**config.mk**
```make
export PLATFORM = sky130hd
export DESIGN_NAME = frame_arbiter_flat
export DESIGN_NICKNAME = d
export VERILOG_FILES = /design/src/rtl/frame_arbiter_if.sv /design/src/rtl/frame_arbiter.sv /design/src/flat_wrapper.sv
export SDC_FILE = /design/constraint.sdc
export NUM_CORES = 1
export LEC_CHECK = 0
export ABC_AREA = 0
export CORE_MARGIN = 2
export CORE_UTILIZATION = 35
export CTS_BUF_LIST = sky130_fd_sc_hd__clkbuf_8
export DETAILED_ROUTE_END_ITERATION = 6
export PLACE_DENSITY_LB_ADDON = 0.2
export SYNTH_ARGS = -nofsm -noshare
export SYNTH_HDL_FRONTEND = slang
export SYNTH_SLANG_ARGS = --single-unit
```
**constraint.sdc**
```tcl
create_clock -name clk -period 2.8 [get_ports clk]
set_input_delay 0.28 -clock clk [delete_from_list [all_inputs] [get_ports clk]]
set_output_delay 0.28 -clock clk [all_outputs]
set_load 0.005 [all_outputs]
```
**src/rtl/frame_arbiter_if.sv**
```systemverilog
// frame_arbiter_if: one frame-interface link (valid/ready beat with pixel data
// and sof/eof/sol/eol framing flags).
//   master : drives val, data, sof, eof, sol, eol; receives rdy
//   slave  : receives val, data, sof, eof, sol, eol; drives rdy
interface frame_arbiter_if #(
  parameter int unsigned DATA_WIDTH = 24
);
  logic                  val;
  logic                  rdy;
  logic [DATA_WIDTH-1:0] data;
  logic                  sof;
  logic                  eof;
  logic                  sol;
  logic                  eol;

  modport master (output val, data, sof, eof, sol, eol, input rdy);
  modport slave  (input val, data, sof, eof, sol, eol, output rdy);
endinterface

```
**src/rtl/frame_arbiter.sv**
```systemverilog
// frame_arbiter: shares one downstream frame consumer between two frame
// sources. Ownership is granted per whole frame (accepted sof .. accepted eof),
// so frames are never interleaved. Out-of-frame beats arriving while idle are
// flushed and counted.
// Ports:
//   clk, rst          clock, synchronous active-high reset
//   cfg_en[1:0]       per-source enable (disabled sources are flushed when idle)
//   cfg_prio          0 = round-robin, 1 = fixed priority (source 0 wins)
//   in0, in1          source frame links (slave side)
//   out               downstream frame link (master side)
//   grant[1:0]        one-hot current owner, registered; 00 when idle
//   busy              registered, high while a frame is in progress
//   frm_cnt0/1        completed frames per source, wrapping
//   drop_cnt          flushed beats from both sources, saturating
module frame_arbiter #(
  parameter int unsigned DATA_WIDTH = 24
) (
  input  logic                 clk,
  input  logic                 rst,
  input  logic [1:0]           cfg_en,
  input  logic                 cfg_prio,
  frame_arbiter_if.slave       in0,
  frame_arbiter_if.slave       in1,
  frame_arbiter_if.master      out,
  output logic [1:0]           grant,
  output logic                 busy,
  output logic [15:0]          frm_cnt0,
  output logic [15:0]          frm_cnt1,
  output logic [15:0]          drop_cnt
);

  localparam int unsigned CNT_W = 16;

  localparam logic [1:0] ST_IDLE = 2'd0;
  localparam logic [1:0] ST_GNT0 = 2'd1;
  localparam logic [1:0] ST_GNT1 = 2'd2;

  logic [1:0]       state;
  logic [1:0]       state_nxt;
  logic             last_grant;
  logic             req0;
  logic             req1;
  logic             flush0;
  logic             flush1;
  logic             done0;
  logic             done1;
  logic [CNT_W:0]   drop_sum;
  logic [CNT_W-1:0] drop_nxt;

  assign req0 = cfg_en[0] & in0.val & in0.sof;
  assign req1 = cfg_en[1] & in1.val & in1.sof;

  // Next state, handshake steering and pass-through mux
  always_comb begin
    state_nxt = state;
    out.val   = 1'b0;
    out.data  = DATA_WIDTH'(0);
    out.sof   = 1'b0;
    out.eof   = 1'b0;
    out.sol   = 1'b0;
    out.eol   = 1'b0;
    in0.rdy   = 1'b0;
    in1.rdy   = 1'b0;
    flush0    = 1'b0;
    flush1    = 1'b0;
    done0     = 1'b0;
    done1     = 1'b0;

    case (state)
      ST_IDLE: begin
        // A disabled source or a beat without sof cannot start a frame: drain it
        in0.rdy = ~cfg_en[0] | (in0.val & ~in0.sof);
        in1.rdy = ~cfg_en[1] | (in1.val & ~in1.sof);
        flush0  = in0.val & in0.rdy;
        flush1  = in1.val & in1.rdy;
        if (req0 && req1) begin
          // Round-robin picks the source that did not own the previous frame
          state_nxt = (cfg_prio || last_grant) ? ST_GNT0 : ST_GNT1;
        end else if (req0) begin
          state_nxt = ST_GNT0;
        end else if (req1) begin
          state_nxt = ST_GNT1;
        end
      end

      ST_GNT0: begin
        out.val  = in0.val;
        out.data = in0.data;
        out.sof  = in0.sof;
        out.eof  = in0.eof;
        out.sol  = in0.sol;
        out.eol  = in0.eol;
        in0.rdy  = out.rdy;
        done0    = in0.val & out.rdy & in0.eof;
        if (done0) begin
          state_nxt = ST_IDLE;
        end
      end

      ST_GNT1: begin
        out.val  = in1.val;
        out.data = in1.data;
        out.sof  = in1.sof;
        out.eof  = in1.eof;
        out.sol  = in1.sol;
        out.eol  = in1.eol;
        in1.rdy  = out.rdy;
        done1    = in1.val & out.rdy & in1.eof;
        if (done1) begin
          state_nxt = ST_IDLE;
        end
      end

      default: begin
        state_nxt = ST_IDLE;
      end
    endcase

    // Nothing is accepted or offered while reset is held
    if (rst) begin
      in0.rdy = 1'b0;
      in1.rdy = 1'b0;
      out.val = 1'b0;
    end
  end

  // State register; grant/busy are decoded from the next state so they line
  // up with the state they describe
  always_ff @(posedge clk) begin
    if (rst) begin
      state      <= ST_IDLE;
      last_grant <= 1'b1;
      grant      <= 2'b00;
      busy       <= 1'b0;
    end else begin
      state <= state_nxt;
      grant <= {state_nxt == ST_GNT1, state_nxt == ST_GNT0};
      busy  <= (state_nxt != ST_IDLE);
      if (done0) begin
        last_grant <= 1'b0;
      end else if (done1) begin
        last_grant <= 1'b1;
      end
    end
  end

  // Up to two flushed beats per cycle, clamped at all-ones
  assign drop_sum = {1'b0, drop_cnt} + (CNT_W+1)'(flush0) + (CNT_W+1)'(flush1);
  assign drop_nxt = drop_sum[CNT_W] ? {CNT_W{1'b1}} : drop_sum[CNT_W-1:0];

  // Statistics counters
  always_ff @(posedge clk) begin
    if (rst) begin
      frm_cnt0 <= '0;
      frm_cnt1 <= '0;
      drop_cnt <= '0;
    end else begin
      if (done0) begin
        frm_cnt0 <= frm_cnt0 + CNT_W'(1);
      end
      if (done1) begin
        frm_cnt1 <= frm_cnt1 + CNT_W'(1);
      end
      drop_cnt <= drop_nxt;
    end
  end

endmodule
```
**src/flat_wrapper.sv**
```systemverilog
// flat-port wrapper written by rule: the top's interface ports become plain ports
module frame_arbiter_flat 
#(
  parameter int unsigned DATA_WIDTH = 24
)
  (clk, rst, cfg_en, cfg_prio, grant, busy, frm_cnt0, frm_cnt1, drop_cnt, in0_val, in0_data, in0_sof, in0_eof, in0_sol, in0_eol, in0_rdy, in1_val, in1_data, in1_sof, in1_eof, in1_sol, in1_eol, in1_rdy, out_val, out_data, out_sof, out_eof, out_sol, out_eol, out_rdy);
  frame_arbiter_if #(.DATA_WIDTH(DATA_WIDTH)) in0_i ();
  frame_arbiter_if #(.DATA_WIDTH(DATA_WIDTH)) in1_i ();
  frame_arbiter_if #(.DATA_WIDTH(DATA_WIDTH)) out_i ();
  input  logic clk;
  input  logic rst;
  input  logic [1:0] cfg_en;
  input  logic cfg_prio;
  output logic [1:0] grant;
  output logic busy;
  output logic [15:0] frm_cnt0;
  output logic [15:0] frm_cnt1;
  output logic [15:0] drop_cnt;
  input wire logic [$bits(in0_i.val)-1:0] in0_val;
  input wire logic [$bits(in0_i.data)-1:0] in0_data;
  input wire logic [$bits(in0_i.sof)-1:0] in0_sof;
  input wire logic [$bits(in0_i.eof)-1:0] in0_eof;
  input wire logic [$bits(in0_i.sol)-1:0] in0_sol;
  input wire logic [$bits(in0_i.eol)-1:0] in0_eol;
  output wire logic [$bits(in0_i.rdy)-1:0] in0_rdy;
  input wire logic [$bits(in1_i.val)-1:0] in1_val;
  input wire logic [$bits(in1_i.data)-1:0] in1_data;
  input wire logic [$bits(in1_i.sof)-1:0] in1_sof;
  input wire logic [$bits(in1_i.eof)-1:0] in1_eof;
  input wire logic [$bits(in1_i.sol)-1:0] in1_sol;
  input wire logic [$bits(in1_i.eol)-1:0] in1_eol;
  output wire logic [$bits(in1_i.rdy)-1:0] in1_rdy;
  output wire logic [$bits(out_i.val)-1:0] out_val;
  output wire logic [$bits(out_i.data)-1:0] out_data;
  output wire logic [$bits(out_i.sof)-1:0] out_sof;
  output wire logic [$bits(out_i.eof)-1:0] out_eof;
  output wire logic [$bits(out_i.sol)-1:0] out_sol;
  output wire logic [$bits(out_i.eol)-1:0] out_eol;
  input wire logic [$bits(out_i.rdy)-1:0] out_rdy;
  assign in0_i.val = in0_val;
  assign in0_i.data = in0_data;
  assign in0_i.sof = in0_sof;
  assign in0_i.eof = in0_eof;
  assign in0_i.sol = in0_sol;
  assign in0_i.eol = in0_eol;
  assign in0_rdy = in0_i.rdy;
  assign in1_i.val = in1_val;
  assign in1_i.data = in1_data;
  assign in1_i.sof = in1_sof;
  assign in1_i.eof = in1_eof;
  assign in1_i.sol = in1_sol;
  assign in1_i.eol = in1_eol;
  assign in1_rdy = in1_i.rdy;
  assign out_val = out_i.val;
  assign out_data = out_i.data;
  assign out_sof = out_i.sof;
  assign out_eof = out_i.eof;
  assign out_sol = out_i.sol;
  assign out_eol = out_i.eol;
  assign out_i.rdy = out_rdy;
  frame_arbiter #(.DATA_WIDTH(DATA_WIDTH)) u_core (.clk(clk), .rst(rst), .cfg_en(cfg_en), .cfg_prio(cfg_prio), .in0(in0_i), .in1(in1_i), .out(out_i), .grant(grant), .busy(busy), .frm_cnt0(frm_cnt0), .frm_cnt1(frm_cnt1), .drop_cnt(drop_cnt));
endmodule
```
==> results of run 1 <==
[state kept, by name, summed over array words and instances, names as in the netlist]
register / count
u_core.frm_cnt0: 16
u_core.last_grant: 1
u_core.drop_cnt: 16
u_core.busy: 1
u_core.frm_cnt1: 16
u_core.grant: 2
u_core.state: 2
[worst paths after layout]
kind | start | slack [ns] | to
max | u_core.state[0]$_SDFF_PP0_ | 0.18 | out_sof
min | u_core.frm_cnt0[13]$_SDFFE_PP0P_ | 0.51 | u_core.frm_cnt0[13]$_SDFFE_PP0P_
max reg2reg | u_core.state[0]$_SDFF_PP0_ | 0.31 | u_core.drop_cnt[12]$_SDFF_PP0_
min reg2reg | u_core.frm_cnt0[13]$_SDFFE_PP0P_ | 0.51 | u_core.frm_cnt0[13]$_SDFFE_PP0P_
[worst max-delay path: cells and delay by family, from the launching register on]
kind                     cells  cell delay [ns]
AND/OR/NAND/NOR              1             0.13
AO/OA/AOI/OAI                1             0.10
flip-flops                   1             0.36
adder cells (fa/ha/maj)      1             0.42
buffers and inverters        3             1.02
[layout make-up]
type / count / area [µm²] / area share [%]
Multi-Input combinational cell: 284 / 1810 / 38.2
Timing Repair Buffer: 159 / 1550 / 32.7
Sequential cell: 54 / 1080 / 22.8
Tap cell: 105 / 131 / 2.77
Clock buffer: 5 / 68.8 / 1.45
Inverter: 14 / 52.6 / 1.11
Clock inverter: 3 / 48.8 / 1.03
[power by group]
group	internal [mW]	switching, mW
sequential	0.780	0.0108
combinational	0.166	0.108
clock	0.273	0.279
total	1.22	0.398
[cells in the final DEF, fill, tap and decap left out, types with 2 or more instances in the layout]
master / instances
or2_2: 3
xor2_1: 8
and3_1: 9
a22oi_1: 31
xnor2_1: 15
or3_1: 8
a21oi_1: 24
buf_4: 14
a211oi_1: 4
clkbuf_8: 5
nand3_1: 24
nor2_1: 28
and4_1: 4
ha_1: 7
nor3_1: 8
nor4_1: 7
clkdlybuf4s50_1: 144
o21ai_0: 13
mux2_2: 5
nand2b_1: 2
dfxtp_1: 54
nand4_1: 14
nor4b_1: 2
and4b_1: 2
inv_1: 14
nand2_1: 18
nor2b_1: 33
a31oi_1: 3
[through the flow]
stage	util, %	cells	setup slack [ns]	instance area [µm²]
2_1_floorplan	-	375	0.353	3030
3_3_place_gp	55.8	616	0.0753	4630
3_5_place_dp	55.8	616	-0.0184	4630
4_1_cts	57.2	624	0.171	4750
5_1_grt	57.2	624	0.00465	4750
6_report	57.2	624	0.179	4750
[metal layers]
metal	wire length (µm)	track usage [%]	up-vias
met5	0	0	-
met4	80	4.33	0
met3	398	4.46	6
met2	4500	31.6	75
met1	4180	24.3	1504
li1	-	-	1644
[logic make-up after synthesis]
group,synth area share (%)
multiplexers,1.86
buffers and inverters,4.62
adder cells (fa/ha/maj),3.55
AO/OA/AOI/OAI,17.4
flip-flops,35.6
AND/OR/NAND/NOR,30.3
XOR/XNOR,6.64
==> flow_metrics.env, run 1 <==
export IMPL_netlist_area_mm2=0.00303
export IMPL_crit_chain="inv_1, ha_1, buf_4, a22oi_1, nor2b_1, clkdlybuf4s50_1"
export IMPL_drive_gt1_share_pct=6.55
export IMPL_synthCells=375
export IMPL_io_buffers=145
export IMPL_cts_buffer_depth=2
export IMPL_routed_wl_mm=9.16
export IMPL_synth_cell_types=40
export IMPL_crit_required_ns=2.52
export IMPL_antenna_found_initial=0
export IMPL_async_flop_share_pct=0
export IMPL_synth_seq_cells=54
export IMPL_status="finished clean"
export IMPL_reg2reg_depth=11
export IMPL_ys_top_cells_by_count="dfxtp_1 (54), nor2b_1 (33), a22oi_1 (31)"
export IMPL_clock_latency_ns=0.31
export IMPL_fin_skew_ns=0.0135
export IMPL_fin_crit_sh_pct=93.6
export IMPL_grt_setup_unrepaired="no"
export IMPL_crit_slowest_cell="clkdlybuf4s50_1"
export IMPL_drt_iter0_markers=159
export IMPL_cp_start_kind="register"
export IMPL_gr_usage_all_layers_pct=18.8
export IMPL_detailed_place_hpwl_mm=6.94
export IMPL_cts_sinks=54
export IMPL_worstPathArrival_ns=2.34
export IMPL_die_height_um=97.1
export IMPL_ir_drop_mv=0.184
export IMPL_clk_pin_slew_ns=0.12
export IMPL_nNetsFinal=590
export IMPL_vias=3229
export IMPL_filler_cell_count=763
export IMPL_power_density_mw_per_mm2=340
export IMPL_syn_num_nets=447
export IMPL_yosysWarnings=0
export IMPL_cts_resized=0
export IMPL_core_area_mm2=0.00830
export IMPL_holdWs_ns=0.513
export IMPL_critPathMaxStageDelay_ns=0.58
export IMPL_yosysTopAreaCellShare_pct=35.6
export IMPL_syn2layout_area_growth_pct=56.5
export IMPL_cts_tree="built"
export IMPL_die_w_um=97.1
export IMPL_antenna_cells=0
export IMPL_timing_fmax_mhz=382
export IMPL_io_pins=146
export IMPL_synth_edf_count=0
export IMPL_synth_area_top_cells="dfxtp_1 (36%), a22oi_1 (7.7%), nor2b_1 (6.8%), xnor2_1 (4.3%), a21oi_1 (4.0%)"
export IMPL_cts_root_buf="clkbuf_8"
export IMPL_drt_pre_antenna_iters=4
export IMPL_grt_first_pass_wirelength_mm=14.9
export IMPL_grt_pass1_vias=3077
export IMPL_synthFlopType="dfxtp_1"
export IMPL_start_util_pct=36.6
export IMPL_slew_violations=0
export IMPL_gr_total_overflow=0
export IMPL_rows=33
export IMPL_synth_avg_cell_area_um2=8.09
export IMPL_hold_depth=2
export IMPL_cts_hold_buf=0
export IMPL_crit_path_end_kind="output pin"
export IMPL_numCtsBuffers=5
export IMPL_post_route_min_period_ns=2.62
export IMPL_htree_levels=2
export IMPL_wl_per_cell_um=14.7
export IMPL_setup_tns_final_ns=0
export IMPL_yosysTopAreaCell="dfxtp_1"
export IMPL_cap_violations=0
export IMPL_p_leak_nw=1.56
export IMPL_power_mw=1.62
export IMPL_maxSlewHeadroom_pct=60.1
export IMPL_critical_path_class="register to output pin"
export IMPL_seq_area_frac_synth_pct=35.6
export IMPL_worst_pin_slew_ns=0.594
export IMPL_synth_most_common_cell="dfxtp_1"
export IMPL_die_area_mm2=0.00943
export IMPL_crit_fanout=22
export IMPL_routabilityCongestion=0.802
export IMPL_hold_viol_final=0
export IMPL_vias_per_cell=5.17
export IMPL_drc=0
export IMPL_postCtsSetupBuffers=0
export IMPL_finalSetupViolations=0
export IMPL_grt_max_degree=60
export IMPL_hold_class="register to register"
export IMPL_ant_nets=0
Power figures use the tool's default switching activity.
==> run 2: changes to the inputs <==
- CORE_UTILIZATION: 35 -> 42
- RECOVER_POWER: default -> 50
==> flow_metrics.env, run 2 (synthesis gave the netlist of run 1 again) <==
export IMPL_status="finished clean"
export IMPL_clk_pin_slew_ns=0.10
export IMPL_layout_commonest_cell="clkdlybuf4s50_1"
export IMPL_gr_total_overflow=0
export IMPL_core_area_mm2=0.00691
export IMPL_vias=3275
export IMPL_gr_usage_all_layers_pct=22.6
export IMPL_cp_start_kind="register"
export IMPL_timing_rr_start="u_core.state[0]$_SDFF_PP0_"
export IMPL_layout_common_cells="clkdlybuf4s50_1 (93), dfxtp_1 (54), dlygate4sd3_1 (51), nor2b_1 (33), a22oi_1 (31)"
export IMPL_cts_hold_buf=0
export IMPL_drive_gt1_share_pct=5.98
export IMPL_grt_first_pass_wirelength_mm=14.2
export IMPL_routed_wl_mm=8.86
export IMPL_crit_fanout=16
export IMPL_die_height_um=89.0
export IMPL_critPathMaxStageDelay_ns=0.53
export IMPL_ir_drop_mv=0.176
export IMPL_netSwitchingFraction_pct=25.1
export IMPL_clock_latency_ns=0.30
export IMPL_hold_viol_final=0
export IMPL_routabilityCongestion=0.800
export IMPL_ant_nets=0
export IMPL_sequentialPowerShare_pct=53.0
export IMPL_cts_sinks=54
export IMPL_reg2reg_depth=11
export IMPL_power_switching_mw=0.373
export IMPL_drt_pre_antenna_iters=5
export IMPL_cap_violations=0
export IMPL_slew_violations=0
export IMPL_finalSetupViolations=0
export IMPL_io_buffers=145
export IMPL_detailed_place_hpwl_mm=6.71
export IMPL_power_mw=1.49
export IMPL_hold_end="u_core.frm_cnt0[14]$_SDFFE_PP0P_"
export IMPL_antenna_cells=0
export IMPL_cts_root_buf="clkbuf_8"
export IMPL_start_util_pct=43.9
export IMPL_r2r_end="u_core.drop_cnt[10]$_SDFF_PP0_"
export IMPL_die_area_mm2=0.00792
export IMPL_timing_fmax_mhz=391
export IMPL_place_inst=606
export IMPL_worstHoldStart="u_core.frm_cnt0[14]$_SDFFE_PP0P_"
export IMPL_drc=0
export IMPL_antenna_found_initial=0
export IMPL_comb_power_share_pct=18.2
export IMPL_regArea_mm2=0.00108
export IMPL_hold_depth=2
export IMPL_grt_setup_unrepaired="no"
export IMPL_fin_cells=614
export IMPL_critical_path_class="register to output pin"
export IMPL_hold_class="register to register"
export IMPL_reg_top3="u_core.drop_cnt: 16 flops, u_core.frm_cnt0: 16 flops, u_core.frm_cnt1: 16 flops"
export IMPL_power_density_mw_per_mm2=317
export IMPL_maxSlewHeadroom_pct=61.2
export IMPL_timing_critical_path_depth=5
export IMPL_crit_chain="inv_1, ha_1, buf_4, nor2b_1, clkdlybuf4s50_1"
export IMPL_io_pins=146
export IMPL_grt_pass1_vias=3091
export IMPL_numCtsBuffers=5
export IMPL_ff2ff_setup_slack_ns=0.30
export IMPL_worstPathArrival_ns=2.28
export IMPL_filler_cell_count=614
export IMPL_vias_per_cell=5.33
export IMPL_grt_max_degree=60
export IMPL_crit_slowest_cell="clkdlybuf4s50_1"
export IMPL_fin_crit_sh_pct=91.4
export IMPL_crit_required_ns=2.52
export IMPL_crit_path_end_kind="output pin"
export IMPL_wl_per_cell_um=14.4
export IMPL_cpLargestDelayFamily="buffers and inverters"
export IMPL_drt_iter0_markers=113
export IMPL_p_int_mw=1.11
export IMPL_p_clk_share_pct=28.8
export IMPL_die_w_um=89.0
export IMPL_nNetsFinal=590
export IMPL_p_leak_nw=1.72
export IMPL_worst_pin_slew_ns=0.576
export IMPL_post_route_min_period_ns=2.56
export IMPL_multiInputGateArea_mm2=0.00181
export IMPL_cts_resized=0
export IMPL_rows=30
export IMPL_syn2layout_area_growth_pct=54.6
export IMPL_cts_buffer_depth=2
export IMPL_crit_buf_inv=3
export IMPL_fin_skew_ns=0.00801
export IMPL_cts_tree="built"
export IMPL_htree_levels=2
## run 2: worst max path at each step
stage	from	end	slack [ns]
final	u_core.state[0]$_SDFF_PP0_	out_data[19]	0.24
after global routing	u_core.state[0]$_SDFF_PP0_	u_core.drop_cnt[12]$_SDFF_PP0_	0.04
after CTS	u_core.state[0]$_SDFF_PP0_	out_data[19]	0.20
after detailed placement	in1_val	u_core.drop_cnt[0]$_SDFF_PP0_	-0.03
after global placement	in1_val	u_core.drop_cnt[1]$_SDFF_PP0_	0.01
after floorplan	u_core.state[0]$_SDFF_PP0_	u_core.drop_cnt[10]$_SDFF_PP0_	0.35
## run 2: worst register-to-register path: stages (launching register included)
cell and delay [ns]:
dfxtp_1 0.36, inv_1 0.11, ha_1 0.28, nand3_1 0.13, fa_1 0.44, inv_1 0.09
ha_1 0.17, nand4_1 0.14, buf_4 0.19, nor3_1 0.23, xnor2_1 0.15, a21oi_1 0.08
## run 2: cell type report
| type | instances | area share [%] |
|---|---|---|
| flip-flops and latches | 54 | 23.0 |
| well taps | 96 | 2.56 |
| inverters | 14 | 1.12 |
| multi-input cells | 284 | 38.5 |
| repair buffers | 159 | 33.0 |
| clock buffers | 5 | 1.47 |
| clock inverters | 2 | 0.293 |
## run 2: stage by stage
step | TNS (ns) | util, % | cell area (µm²) | setup WS [ns] | hold WS (ns)
2_1_floorplan | 0 | - | 3030 | 0.353 | 0.465
3_3_place_gp | 0 | 66.8 | 4610 | 0.0102 | 0.485
3_5_place_dp | -0.0701 | 66.8 | 4610 | -0.0326 | 0.496
4_1_cts | 0 | 68.0 | 4690 | 0.205 | 0.508
5_1_grt | 0 | 67.9 | 4690 | 0.0401 | 0.553
6_report | 0 | 67.9 | 4690 | 0.240 | 0.504
## run 2: power groups by stage
stage / registers, mW / clock network, mW / logic [mW]
floorplan: 0.806 / 0 / 0.112
global placement: 0.806 / 0 / 0.271
detailed placement: 0.807 / 0 / 0.275
CTS: 0.789 / 0.447 / 0.277
global route: 0.790 / 0.480 / 0.295
finish: 0.789 / 0.428 / 0.271
## run 2: routing by layer
layer / up-vias / wire length, µm / GRT usage (%)
met4: 0 / 147 / 6.51
met3: 12 / 496 / 5.91
li1: 1641 / - / -
met1: 1527 / 3760 / 26.9
met5: - / 0 / 0
met2: 95 / 4450 / 40.0
## run 2: what timing repair did
item,in CTS,in global routing
hold endpoints to repair,0,0
setup endpoints to repair,0,11
setup buffers,0,1
==> run 3: changes to the inputs <==
- CTS_CLUSTER_DIAMETER: default -> 30
==> results of run 3 <==
Final layout, timing and power as in run 2 (identical DEF).
